<file path="config.mk">
export PLATFORM = sky130hd
export DESIGN_NAME = apb_slave_regbank
export DESIGN_NICKNAME = d
export VERILOG_FILES = /design/src/rtl/apb_pkg.sv /design/src/rtl/apb_reg_file.sv /design/src/rtl/apb_slave_regbank.sv
export SDC_FILE = /design/constraint.sdc
export NUM_CORES = 1
export LEC_CHECK = 0
export BUFFER_PORTS_ARGS = -buffer_cell sky130_fd_sc_hd__buf_2
export CORE_ASPECT_RATIO = 0.5
export CORE_MARGIN = 2
export CORE_UTILIZATION = 35
export CTS_CLUSTER_DIAMETER = 50
export DETAILED_ROUTE_END_ITERATION = 8
export PLACE_DENSITY = 0.58
export SKIP_CTS_REPAIR_TIMING = 1
export SYNTH_ARGS = -nofsm -noshare
export SYNTH_HDL_FRONTEND = slang
export SYNTH_SLANG_ARGS = --single-unit
</file>
<file path="constraint.sdc">
create_clock -name PCLK -period 4.6 [get_ports PCLK]
set_input_delay 0.92 -clock PCLK [delete_from_list [all_inputs] [get_ports PCLK]]
set_output_delay 0.92 -clock PCLK [all_outputs]
set_load 0.01 [all_outputs]
</file>
<file path="src/rtl/apb_pkg.sv">
// Shared types and helpers for the APB register-bank completer.
package apb_pkg;

  // IDLE and ACCESS are held in the state register. SETUP is the cycle where the bus presents
  // PSEL=1/PENABLE=0 while the completer is idle, so it is decoded from IDLE and never stored.
  typedef enum logic [1:0] {
    IDLE,
    SETUP,
    ACCESS
  } apb_state_e;

  localparam logic APB_OKAY  = 1'b0;
  localparam logic APB_ERROR = 1'b1;

  // Number of byte lanes on the data bus.
  function automatic int unsigned strb_width(input int unsigned data_width);
    return data_width / 8;
  endfunction

  // Width of a register index; at least one bit.
  function automatic int unsigned idx_width(input int unsigned num_regs);
    return (num_regs > 1) ? $clog2(num_regs) : 1;
  endfunction

endpackage

</file>
<file path="src/rtl/apb_reg_file.sv">
// Register array with a byte-strobed write port and a combinational read port.
// Index 0 is a constant ID word and ignores writes.
module apb_reg_file
  import apb_pkg::*;
#(
  parameter int unsigned DATA_WIDTH = 8,
  parameter int unsigned NUM_REGS   = 16,
  parameter int unsigned ID_VALUE   = 'hA5
) (
  input  logic                               clk_i,
  input  logic                               rst_ni,
  input  logic                               we_i,
  input  logic [idx_width(NUM_REGS)-1:0]     widx_i,
  input  logic [DATA_WIDTH-1:0]              wdata_i,
  input  logic [strb_width(DATA_WIDTH)-1:0]  wstrb_i,
  input  logic [idx_width(NUM_REGS)-1:0]     ridx_i,
  output logic [DATA_WIDTH-1:0]              rdata_o
);

  localparam int unsigned StrbW = strb_width(DATA_WIDTH);
  localparam int unsigned IdxW  = idx_width(NUM_REGS);

  logic [DATA_WIDTH-1:0] words [NUM_REGS];

  assign words[0] = DATA_WIDTH'(ID_VALUE);

  for (genvar i = 1; i < NUM_REGS; i++) begin : g_reg
    logic [DATA_WIDTH-1:0] reg_q;

    // Update only the byte lanes enabled by the strobe.
    always_ff @(posedge clk_i or negedge rst_ni) begin
      if (!rst_ni) begin
        reg_q <= '0;
      end else if (we_i && (widx_i == IdxW'(i))) begin
        for (int b = 0; b < StrbW; b++) begin
          if (wstrb_i[b]) begin
            reg_q[b*8 +: 8] <= wdata_i[b*8 +: 8];
          end
        end
      end
    end

    assign words[i] = reg_q;
  end

  assign rdata_o = words[ridx_i];

endmodule

</file>
<file path="src/rtl/apb_slave_regbank.sv">
// APB4 completer in front of a register bank: address decode, wait-state counter and
// OKAY/ERROR response. The register storage lives in apb_reg_file.
module apb_slave_regbank
  import apb_pkg::*;
#(
  parameter int unsigned ADDR_WIDTH  = 16,
  parameter int unsigned DATA_WIDTH  = 8,
  parameter int unsigned NUM_REGS    = 16,
  parameter int unsigned BASE_ADDR   = 0,
  parameter int unsigned WAIT_STATES = 0,
  parameter int unsigned ID_VALUE    = 'hA5
) (
  input  logic                              PCLK,
  input  logic                              PRESET,
  input  logic [ADDR_WIDTH-1:0]             PADDR,
  input  logic                              PSEL,
  input  logic                              PENABLE,
  input  logic                              PWRITE,
  input  logic [DATA_WIDTH-1:0]             PWDATA,
  input  logic [strb_width(DATA_WIDTH)-1:0] PSTRB,
  output logic [DATA_WIDTH-1:0]             PRDATA,
  output logic                              PREADY,
  output logic                              PSLVERR
);

  localparam int unsigned StrbW = strb_width(DATA_WIDTH);
  localparam int unsigned IdxW  = idx_width(NUM_REGS);

  apb_state_e             state_q, state_d, cur_st;
  logic [3:0]             wait_q, wait_d;
  logic [IdxW-1:0]        idx_q, idx_d;
  logic                   err_q, err_d;
  logic                   write_q, write_d;
  logic [DATA_WIDTH-1:0]  wdata_q, wdata_d;
  logic [StrbW-1:0]       strb_q, strb_d;

  logic [ADDR_WIDTH-1:0]  offset, word_off;
  logic                   dec_aligned, dec_in_range;
  logic                   ready, commit;
  logic [DATA_WIDTH-1:0]  rf_rdata;

  // Address decode of the live bus address; only captured in SETUP.
  always_comb begin
    offset       = PADDR - ADDR_WIDTH'(BASE_ADDR);
    word_off     = offset / ADDR_WIDTH'(StrbW);
    dec_aligned  = (offset % ADDR_WIDTH'(StrbW)) == '0;
    dec_in_range = (PADDR >= ADDR_WIDTH'(BASE_ADDR)) && (word_off < ADDR_WIDTH'(NUM_REGS));
  end

  // SETUP is recognised from IDLE by the bus phase itself so PREADY can rise in cycle 2.
  always_comb begin
    cur_st = state_q;
    if ((state_q == IDLE) && PSEL && !PENABLE) begin
      cur_st = SETUP;
    end
  end

  // Next-state logic: latch the transfer in SETUP, count wait states in ACCESS.
  always_comb begin
    state_d = state_q;
    wait_d  = wait_q;
    idx_d   = idx_q;
    err_d   = err_q;
    write_d = write_q;
    wdata_d = wdata_q;
    strb_d  = strb_q;
    unique case (cur_st)
      IDLE: begin
        state_d = IDLE;
      end
      SETUP: begin
        idx_d   = word_off[IdxW-1:0];
        err_d   = !dec_in_range || !dec_aligned || (PWRITE && (word_off == '0));
        write_d = PWRITE;
        wdata_d = PWDATA;
        strb_d  = PSTRB;
        wait_d  = 4'(WAIT_STATES);
        state_d = ACCESS;
      end
      ACCESS: begin
        if (!PSEL) begin
          state_d = IDLE;
        end else if (PENABLE) begin
          if (wait_q != '0) begin
            wait_d = wait_q - 4'd1;
          end else begin
            state_d = IDLE;
          end
        end
      end
      default: state_d = IDLE;
    endcase
  end

  // State and latched transfer registers.
  always_ff @(posedge PCLK or negedge PRESET) begin
    if (!PRESET) begin
      state_q <= IDLE;
      wait_q  <= '0;
      idx_q   <= '0;
      err_q   <= 1'b0;
      write_q <= 1'b0;
      wdata_q <= '0;
      strb_q  <= '0;
    end else begin
      state_q <= state_d;
      wait_q  <= wait_d;
      idx_q   <= idx_d;
      err_q   <= err_d;
      write_q <= write_d;
      wdata_q <= wdata_d;
      strb_q  <= strb_d;
    end
  end

  assign ready  = (state_q == ACCESS) && PSEL && PENABLE && (wait_q == '0);
  assign commit = ready && !err_q && write_q;

  apb_reg_file #(
    .DATA_WIDTH (DATA_WIDTH),
    .NUM_REGS   (NUM_REGS),
    .ID_VALUE   (ID_VALUE)
  ) u_reg_file (
    .clk_i   (PCLK),
    .rst_ni  (PRESET),
    .we_i    (commit),
    .widx_i  (idx_q),
    .wdata_i (wdata_q),
    .wstrb_i (strb_q),
    .ridx_i  (idx_q),
    .rdata_o (rf_rdata)
  );

  // Response: read data only in the completing cycle of a good read.
  always_comb begin
    PREADY  = ready;
    PSLVERR = ready ? err_q : APB_OKAY;
    PRDATA  = (ready && !write_q && (err_q == APB_OKAY)) ? rf_rdata : '0;
  end

endmodule

</file>
# Word-level counts from Yosys, hierarchy flattened
# Index checks and enable logic that the tools add are counted.
# Widths: inputs -> output; s select.
[totals]
out_inout_bits = 10
inputBits = 30
ff_bits = 141
[op_classes]
n_reduce_logical = 53
muxes = 14
n_eq_ne = 23
n_lt_le_gt_ge = 3
addsub = 1
bitwise = 2
[op_table]
columns = ["operator", "count"]
rows = [
  ["$bmux 8 s4", 1],
  ["$eq 4x4->1 const B", 8],
  ["$reduce_and 2->1", 16],
  ["$logic_and 1x1->1", 26],
  ["$mux 8", 3],
  ["$eq 4x3->1 const B", 4],
  ["$ge 16x1->1 const B", 1],
  ["$logic_not 16->1", 1],
  ["$lt 16x5->1 const B", 1],
  ["$mux 4", 3],
  ["$eq 4x2->1 const B", 2],
  ["$mux 2", 4],
  ["$pmux 4 s2", 1],
  ["$ne 2x2->1 const B", 3],
  ["$ne 3x3->1 const B", 2],
  ["$ge 5x5->1 const B", 1],
  ["$not 4->5", 1],
  ["$eq 2x2->1 const B", 2],
  ["$eq 4x1->1 const B", 1],
  ["$logic_not 1->1", 4],
  ["$logic_not 4->1", 1],
  ["$pmux 2 s2", 1],
  ["$reduce_and 4->1", 1],
  ["$reduce_bool 4->1", 1],
  ["other kinds (7)", 7],
]

# Depth between registers and ports, before layout
# Gate-level depths: netlist (run 1).
[logic_depth]
ltp_word = 8
depth_mapped = 6

# Modules after synthesis
# A second synthesis (run 1) with hierarchy kept.
[hier_totals]
cells_unflattened = 487
area_unflattened_um2 = 6578.8
[modules_own_cells]
columns = ["mod", "n_inst", "seq_area_each_um2", "cells_per_inst", "area_each_um2"]
rows = [
  ["apb_reg_file", 1, 3002.9, 379, 5594.1],
  ["apb_slave_regbank", 1, 500.5, 108, 984.7],
]

# Least setup slack after synthesis (run 1)
# OpenSTA, ideal clock, no wires.
[synth_path]
path_kind = "input -> output"
startpoint = "input PENABLE"
endpoint = "output PRDATA[1]"
setup_slack_ns = 1.632
path_buffers = 1
t_required_ns = 3.680
cell_stages = 5
arrival_ns = 2.048
cell_sequence = "and3_1 > buf_2 > nand3_1 > a221o_1 > a211oi_1"
[synth_between]
elab_chain_cells = 5
[synth_lines]
columns = ["element", "line_no", "text"]
rows = [
  ["start: declaration", "apb_slave_regbank.sv:17", "input logic PENABLE,"],
  ["$logic_and 1x1->1 (2 in series)", "apb_slave_regbank.sv:116", "assign ready = (state_q == ACCESS) && PSEL && PENABLE && (wait_q == '0);"],
  ["$logic_and 1x1->1 (2 in series)", "apb_slave_regbank.sv:138", "PRDATA = (ready && !write_q && (err_q == APB_OKAY)) ? rf_rdata : '0;"],
  ["$mux 8", "apb_slave_regbank.sv:138", ""],
  ["end: declaration", "apb_slave_regbank.sv:21", "output logic [DATA_WIDTH-1:0] PRDATA,"],
]
# No other way between the ends.

# Worst setup path in the final report (run 1)
[layout_path]
startpoint = "register idx_q[0]"
endpoint = "output PRDATA[4]"
[layout_between]
elab_chain_cells = 5
[layout_lines]
columns = ["element", "line_no", "text"]
rows = [
  ["start: declaration", "apb_slave_regbank.sv:31", "logic [IdxW-1:0] idx_q, idx_d;"],
  ["start signal: assignment", "apb_slave_regbank.sv:108", "idx_q <= idx_d;"],
  ["$not 4->5 (implied by the code)", "apb_reg_file.sv:46", "assign rdata_o = words[ridx_i];"],
  ["$bmux 8 s4", "apb_reg_file.sv:46", ""],
  ["$mux 8 (implied by the code) (2 in series)", "apb_reg_file.sv:46", ""],
  ["$mux 8", "apb_slave_regbank.sv:138", ""],
]
# No other way between the ends. The select of a mux whose other input is x is not followed.

==> run_results.csv, run 1 <==
group,metric,value,unit
status,run_status,"finished, final reports clean",
clock_tree,worst_skew_pair_later_pin_latency,420,ps
synth,ys_warn_count,0,
synth,seq_area_frac_synth,0.5358,
die,die_span_y,100.7,um
worst_setup_path,critical_path_slowest_stage_cell,"sky130_fd_sc_hd__dfrtp_1",
worst_setup_path,crit_path_max_incr_delay,1150,ps
routing,num_vias,3917,
timing,count_of_endpoints_failing_hold_in_the_final_timing_report,0,
global_routing,initial_antenna_violation_count,0,
cells_and_area,layout_common_cells,"sky130_fd_sc_hd__dfrtp_1 (139), sky130_fd_sc_hd__mux2_2 (133), sky130_fd_sc_hd__buf_2 (38)",
routing,drt_iter0_drc,313,
clock_tree,clock_tree_from_tritoncts,"done",
timing,report.final.slew_viol_count,0,
cells_and_area,diodes,0,
cells_and_area,fillerInstances,1662,
die,num_rows,35,
clock_tree,cts.sinks,140,
routing,routed_wirelength,14830,um
synth,avgSynthCellArea,14.47,sq um
worst_setup_path,critical_path.n_buffers_inverters,2,
placed_design,port-buffer-count,39,
routing,route.top_layer_used,"met4",
die,floorplan.initialDensity,0.3564,
timing,grt_setup_unrepaired,"false",
timing,hold_ws,484.6,ps
placed_design,place_congestion,0.8007,
die,die_area,19860,sq um
timing,fmax,257.1,MHz
routing,ant_nets,0,
worst_setup_path,series_of_cell_instances_along_the_critical_path,"buf_4 -> mux4_2 -> o22ai_1 -> a211oi_1 -> buf_2",
timing,layout_min_cycle_time,3889,ps
routing,detail_route.first_pass.iterations,5,
cells_and_area,finish.net_count,521,
worst_setup_path,crit_arrival,2970,ps
global_routing,grt_util_all_layers,0.1605,
worst_setup_path,crit_path_end_kind,"output port",
global_routing,maximum_number_of_pins_on_one_net_before_global_route_repair,88,
die,core-area,18350,sq um
routing,drc_errors,0,
timing,setup_viol_count_final,0,
run,drv_cap,0,
global_routing,grt_first_pass_wirelength,23980,um
routing,routedLengthMet1,7572,um
placed_design,detailed_place_hpwl,9699,um
worst_setup_path,critPathTopFamily,"flip-flops",
die,floorplan.io_pins,40,
routing,route.met3.wl,496,um
clock_tree,h-tree-depth,4,
clock_tree,root_buffer,"sky130_fd_sc_hd__clkbuf_16",
synth,mappedNetlistArea,6539,sq um
worst_setup_path,worst_setup_path_start_kind,"register",
synth,seq_cells_post_synth,140,
clock_tree,clk_pin_slew,60,ps
power,total_leakage_power,3.613,nW
timing,finalCritPeriodShare,0.8455,
cells_and_area,layout_commonest_cell,"sky130_fd_sc_hd__dfrtp_1",
power,p_per_area,432.2,nW/um^2
timing,timing.clock.skew,8.507,ps
cells_and_area,drive_gt1_frac,0.4980,
clock_tree,tritoncts.num_buffers,17,
clock_tree,clock_tree.buffer_depth,2,
global_routing,global_route.overflow_total,0,
timing,worst-slew-pin-transition,1222,ps
worst_setup_path,critical_path.max_fanout,24,
routing,via_density_per_instance,5.279,
routing,wire_per_inst,19.98,um
min_path,hold_path.class,"register to register",
global_routing,grt_pass1_vias,4133,
worst_setup_path,worst-endpoint-required,3680,ps
synth,syn_nets,484,
cells_and_area,final_core_util,0.4130,
worst_setup_path,crit_type,"register to output port",
synth,number_of_unique_standard_cell_types_used_by_synthesis,45,
routing,met2_length,6526,um
cells_and_area,synthToLayoutAreaGrowth,15.90,%
timing,timing.slew.headroom,0.1852,
die,die_w,197.3,um
synth,netlist_instances,452,
timing,fin_tns_setup,0,ps
power,ir_drop,0.2558,mV
[path summary, 6_finish.rpt]
kind                                                     startpoint                                   endpoint  slack [ps]  cells after the start
max reg2reg                                    idx_q[0]$_DFFE_PN0P_  u_reg_file.g_reg[10].reg_q[1]$_DFFE_PN0P_        1510                      4
min in group asynchronous                                    PRESET   u_reg_file.g_reg[7].reg_q[0]$_DFFE_PN0P_         600                      1
min reg2reg                u_reg_file.g_reg[1].reg_q[3]$_DFFE_PN0P_   u_reg_file.g_reg[1].reg_q[3]$_DFFE_PN0P_         480                      1
max                                            idx_q[0]$_DFFE_PN0P_                                  PRDATA[4]         710                      5
min                        u_reg_file.g_reg[1].reg_q[3]$_DFFE_PN0P_   u_reg_file.g_reg[1].reg_q[3]$_DFFE_PN0P_         480                      1
max in group asynchronous                                    PRESET                       idx_q[1]$_DFFE_PN0P_        3090                      2
[metrics by stage]
step                instances  worst slack [ps]  power (mW)  cell area, sq um
global route              742             484.4       3.412              7579
detailed placement        710              1095       1.872              6965
floorplan                 452              1632       1.707              6539
finish                    742             710.5       3.276              7579
global placement          710              1065       1.869              6965
CTS                       742             708.8       3.300              7579
[worst register-to-register path: stages (launching register included)]
cell and delay (ps):
sky130_fd_sc_hd__dfrtp_1 830, sky130_fd_sc_hd__nor2b_1 820, sky130_fd_sc_hd__nand4_2 390, sky130_fd_sc_hd__nor2_2 540
sky130_fd_sc_hd__mux2_2 400
[registers in the layout, summed over array words and instances, names as in the netlist]
register,cells
strb_q,1
write_q,1
u_reg_file.g.reg_q,120
wait_q,4
wdata_q,8
state_q,1
err_q,1
idx_q,4
[cells in the mapped netlist, drive strengths merged]
| cell | instances | area share |
|---|---|---|
| and3b | 1 | 0.0013 |
| or3 | 1 | 0.00096 |
| a22oi | 3 | 0.0034 |
| a21oi | 3 | 0.0023 |
| a221o | 7 | 0.011 |
| buf | 20 | 0.015 |
| xor2 | 2 | 0.0027 |
| ha | 2 | 0.0038 |
| mux2i | 18 | 0.028 |
| nand2b | 3 | 0.0029 |
| nand2 | 6 | 0.0034 |
| nor3 | 11 | 0.019 |
| and3 | 3 | 0.0029 |
| inv | 8 | 0.0046 |
| or3b | 1 | 0.0013 |
| and2 | 1 | 0.00096 |
| o21ai | 3 | 0.0023 |
| nor4 | 4 | 0.0038 |
| nor3b | 2 | 0.0040 |
| a31oi | 1 | 0.00096 |
| a221oi | 5 | 0.0067 |
| nand3 | 6 | 0.0061 |
| nor4b | 1 | 0.0013 |
| or2 | 1 | 0.00096 |
| o22ai | 3 | 0.0029 |
| a211o | 1 | 0.0013 |
| clkbuf | 7 | 0.0040 |
| nand4 | 2 | 0.0029 |
| mux4 | 17 | 0.059 |
| a21boi | 1 | 0.0011 |
| dfrtp | 140 | 0.54 |
| nor2b | 2 | 0.0019 |
| a211oi | 7 | 0.0080 |
| nor2 | 22 | 0.018 |
| mux2 | 137 | 0.24 |
[area by class of cell]
class                      instances  area (sq um)  area share
clock buffer                      17         425.4     0.05613
clock inverter                    15         187.7     0.02476
inverter                           8         30.03    0.003962
multi-input combinational        277          2884      0.3806
sequential                       140          3505      0.4624
tap                              240         300.3     0.03962
timing repair buffer              45         246.5     0.03252
[routing by layer]
layer  vias up  track usage
li1       1753            -
met1      2080       0.2363
met2        61       0.2405
met3        23      0.02777
met4         0      0.05437
met5         -            0
[cell families (layout without fill, tap and decap cells)]
family,count (synthesis),count (layout),share of synthesized area
adders and majority gates,2,2,0.003826
DFF,140,140,0.5358
xor gates and xnor gates,2,2,0.002679
buffers and inverters,35,85,0.02392
AOI/OAI and AO/OA,34,34,0.03980
and+or+nand+nor,67,67,0.07195
muxes,172,172,0.3220
[report_power, final]
| part | switching, mW | internal (mW) |
|---|---|---|
| combinational | 0.224 | 0.177 |
| sequential | 0.170 | 1.28 |
| clock | 0.562 | 0.865 |
| total | 0.956 | 2.32 |
No activity file was read; power rests on OpenSTA's default activity.
==> inputs of run 2 (changes only) <==
Settings changed: ABC_AREA from default to 1, PLACE_DENSITY 0.58 to 0.59.
Clock period 4.6 ns to 3.5 ns, I/O delays scaled along.
==> run_results.csv, run 2 <==
group,metric,value,unit
worst_setup_path,worst-endpoint-required,2800,ps
cells_and_area,flip_flop_count_of_the_largest_register_after_layout,120,
power,power_switching,1.669,mW
timing,report.final.slew_viol_count,0,
timing,timing.slew.headroom,0.3642,
worst_setup_path,worst_r2r_startpoint,"idx_q[1]$_DFFE_PN0P_",
global_routing,initial_antenna_violation_count,0,
placed_design,port-buffer-count,39,
global_routing,grt_pass1_vias,6241,
die,die_span_y,106.1,um
synth,synth_async_sr_flop_share,1.000,
cells_and_area,fillerInstances,2112,
cells_and_area,final_core_util,0.4051,
cells_and_area,drive_gt1_frac,0.1238,
synth,synth_top_area_share,0.4800,
cells_and_area,diodes,0,
global_routing,globalRouteMet1Util,0.3015,
global_routing,global_route.overflow_total,0,
clock_tree,clock_tree_from_tritoncts,"done",
routing,via_density_per_instance,5.015,
power,p_seq_frac,0.402,
die,die_area,22090,sq um
cells_and_area,final_design_area_no_fill,8308,sq um
power,ir_drop,0.2598,mV
placed_design,detailed_place_hpwl,14170,um
global_routing,grt.busiest_layer,"met2",
synth,netlist_instances,994,
synth,seq_area_frac_synth,0.4800,
worst_setup_path,setup_slack_of_the_worst_register_to_register_path,1030,ps
worst_setup_path,reg2reg_depth,7,
worst_setup_path,crit_type,"register to output port",
cells_and_area,synthToLayoutAreaGrowth,13.84,%
global_routing,grt_util_all_layers,0.2079,
die,num_rows,37,
synth,syn_nets,1026,
placed_design,place_congestion,0.9074,
timing,count_of_endpoints_failing_hold_in_the_final_timing_report,0,
routing,detail_route.first_pass.iterations,5,
cells_and_area,multi_input_area,3316,sq um
clock_tree,clock_tree.buffer_depth,2,
power,power_frac_comb,0.221,
power,p_sw_frac,0.3568,
worst_setup_path,timing.critical_path.mode_cell,"sky130_fd_sc_hd__nand2_1",
min_path,hold_path.class,"input pin to asynchronous set/reset pin",
global_routing,maximum_number_of_pins_on_one_net_before_global_route_repair,76,
cells_and_area,layout_common_cells,"sky130_fd_sc_hd__nand2_1 (424), sky130_fd_sc_hd__nand3_1 (141), sky130_fd_sc_hd__dfrtp_1 (140)",
power,p_per_area,563.1,nW/um^2
synth,yosys.cell_count.top_type,"sky130_fd_sc_hd__nand2_1",
timing,fmax,319.5,MHz
cells_and_area,register_area,3503,sq um
global_routing,globalRouteMet2Util,0.3195,
synth,avgSynthCellArea,7.342,sq um
routing,wire_per_inst,16.89,um
synth,synth_edf_count,0,
synth,dominantRegCellSynth,"sky130_fd_sc_hd__dfrtp_1",
routing,drt_iter0_drc,629,
worst_setup_path,critical_path_slowest_stage_cell,"sky130_fd_sc_hd__nand2_1",
worst_setup_path,series_of_cell_instances_along_the_critical_path,"nand2_1 -> buf_4 -> nor2_1 -> nor2_1 -> nand2_1 -> nand2_1 -> nand2_1 -> nor2_1 -> buf_2",
synth,netlist_top_cells_count,"sky130_fd_sc_hd__nand2_1 (424), sky130_fd_sc_hd__nand3_1 (141), sky130_fd_sc_hd__dfrtp_1 (140)",
timing,hold_ws,305.0,ps
timing,setup_viol_count_final,0,
global_routing,grt_first_pass_wirelength,35300,um
cells_and_area,reg.largest.list,"u_reg_file.g.reg_q (120), wdata_q (8)",
routing,routed_wirelength,21940,um
timing,fin_tns_setup,0,ps
clock_tree,clk_pin_slew,60,ps
synth,synth_area_leader_cell,"sky130_fd_sc_hd__dfrtp_1",
synth,mappedNetlistArea,7298,sq um
clock_tree,worst_skew_pair_later_pin_latency,430,ps
timing,worst-slew-pin-transition,953.7,ps
power,total_leakage_power,4.544,nW
worst_setup_path,worst_setup_path_start_kind,"register",
placed_design,placed_area,7735,sq um
synth,netlist_top_cells_area,"sky130_fd_sc_hd__dfrtp_1 (48%), sky130_fd_sc_hd__nand2_1 (22%), sky130_fd_sc_hd__nand3_1 (9.7%)",
power,cell_internal_pwr,3.009,mW
timing,finalCritPeriodShare,0.8941,
timing,timing.clock.skew,11.35,ps
die,core-area,20510,sq um
cells_and_area,finish.net_count,1045,
clock_tree,h-tree-depth,4,
status,run_status,"finished, final reports clean",
timing,layout_min_cycle_time,3129,ps
run,drv_cap,0,
die,floorplan.io_pins,40,
timing,grt_setup_unrepaired,"false",
power,power.clock.fraction,0.377,
die,die_w,208.2,um
synth,number_of_unique_standard_cell_types_used_by_synthesis,28,
worst_setup_path,crit_path_end_kind,"output port",
synth,ys_warn_count,0,
worst_setup_path,crit_arrival,2430,ps
global_routing,met3_usage,0.04077,
die,floorplan.initialDensity,0.3559,
routing,ant_nets,0,
worst_setup_path,r2r_end,"u_reg_file.g_reg[4].reg_q[7]$_DFFE_PN0P_",
clock_tree,cts.sinks,140,
clock_tree,root_buffer,"sky130_fd_sc_hd__clkbuf_16",
cells_and_area,register_ranked_first_by_flip_flop_count,"u_reg_file.g.reg_q",
worst_setup_path,critical_path.max_fanout,13,
clock_tree,tritoncts.num_buffers,17,
synth,seq_cells_post_synth,140,
worst_setup_path,crit_path_max_incr_delay,430,ps
routing,num_vias,6515,
routing,drc_errors,0,
cells_and_area,layout_commonest_cell,"sky130_fd_sc_hd__nand2_1",
[run 2: cell count changes in the layout (fill, tap and decap cells not counted), moves of 10 or more]
| cell | delta |
|---|---|
| sky130_fd_sc_hd__mux2i_1 | -18 |
| sky130_fd_sc_hd__nor2_1 | +100 |
| sky130_fd_sc_hd__mux4_2 | -17 |
| sky130_fd_sc_hd__buf_4 | +16 |
| sky130_fd_sc_hd__nand4_4 | +10 |
| sky130_fd_sc_hd__inv_1 | +38 |
| sky130_fd_sc_hd__nand3_1 | +137 |
| sky130_fd_sc_hd__nand2_1 | +418 |
| sky130_fd_sc_hd__mux2_2 | -133 |
[run 2: cell families (layout without fill, tap and decap cells)]
kind of cell,after synthesis,in the layout,synth area share
AO/OA/AOI/OAI,21,21,0.01800
buffers and inverters,112,144,0.06566
flip-flops,140,140,0.4800
AND/OR/NAND/NOR,719,719,0.4329
adder cells (fa/ha/maj),2,2,0.003428
[run 2: power groups by stage]
stage	registers, mW	clock network [mW]	logic (mW)
floorplan	1.73	0	0.803
detailed placement	1.90	0	1.02
global route	1.89	1.86	1.15
CTS	1.88	1.78	1.03
global placement	1.91	0	1.01
finish	1.88	1.76	1.04
[run 2: critical path: cells and delay by family (launching register included)]
kind | cells | cell delay (ps)
flip-flops | 1 | 420
AND/OR/NAND/NOR | 7 | 1130
buffers and inverters | 2 | 450
[run 2: how the worst max path moves through the flow]
stage                                    start   endpoint
after global routing      idx_q[1]$_DFFE_PN0P_  PRDATA[1]
after detailed placement                  PSEL  PRDATA[1]
after floorplan                        PENABLE  PRDATA[0]
after global placement    idx_q[0]$_DFFE_PN0P_  PRDATA[1]
after CTS                 idx_q[0]$_DFFE_PN0P_  PRDATA[1]
final                     idx_q[1]$_DFFE_PN0P_  PRDATA[1]
[run 2: metal layers]
layer	wire, um	share of wire	vias up
met5	0	0	-
met2	9918	0.45	191
met3	1275	0.058	23
met1	10420	0.47	3147
li1	-	-	3154
met4	326	0.015	0
[run 2: layout make-up]
class,instances,share of cell area
sequential,140,0.4217
timing repair buffer,62,0.04654
multi-input combinational,742,0.3991
tap,273,0.04111
inverter,50,0.02259
clock inverter,11,0.01114
clock buffer,21,0.05783
[run 2: metrics by stage]
stage | worst slack [ps] | cells | total power, mW
6_report | 370.6 | 1299 | 4.679
5_1_grt | 286.6 | 1299 | 4.903
4_1_cts | 437.4 | 1299 | 4.689
3_5_place_dp | 870.3 | 1267 | 2.928
3_3_place_gp | 863.7 | 1267 | 2.917
2_1_floorplan | 1076 | 994 | 2.531
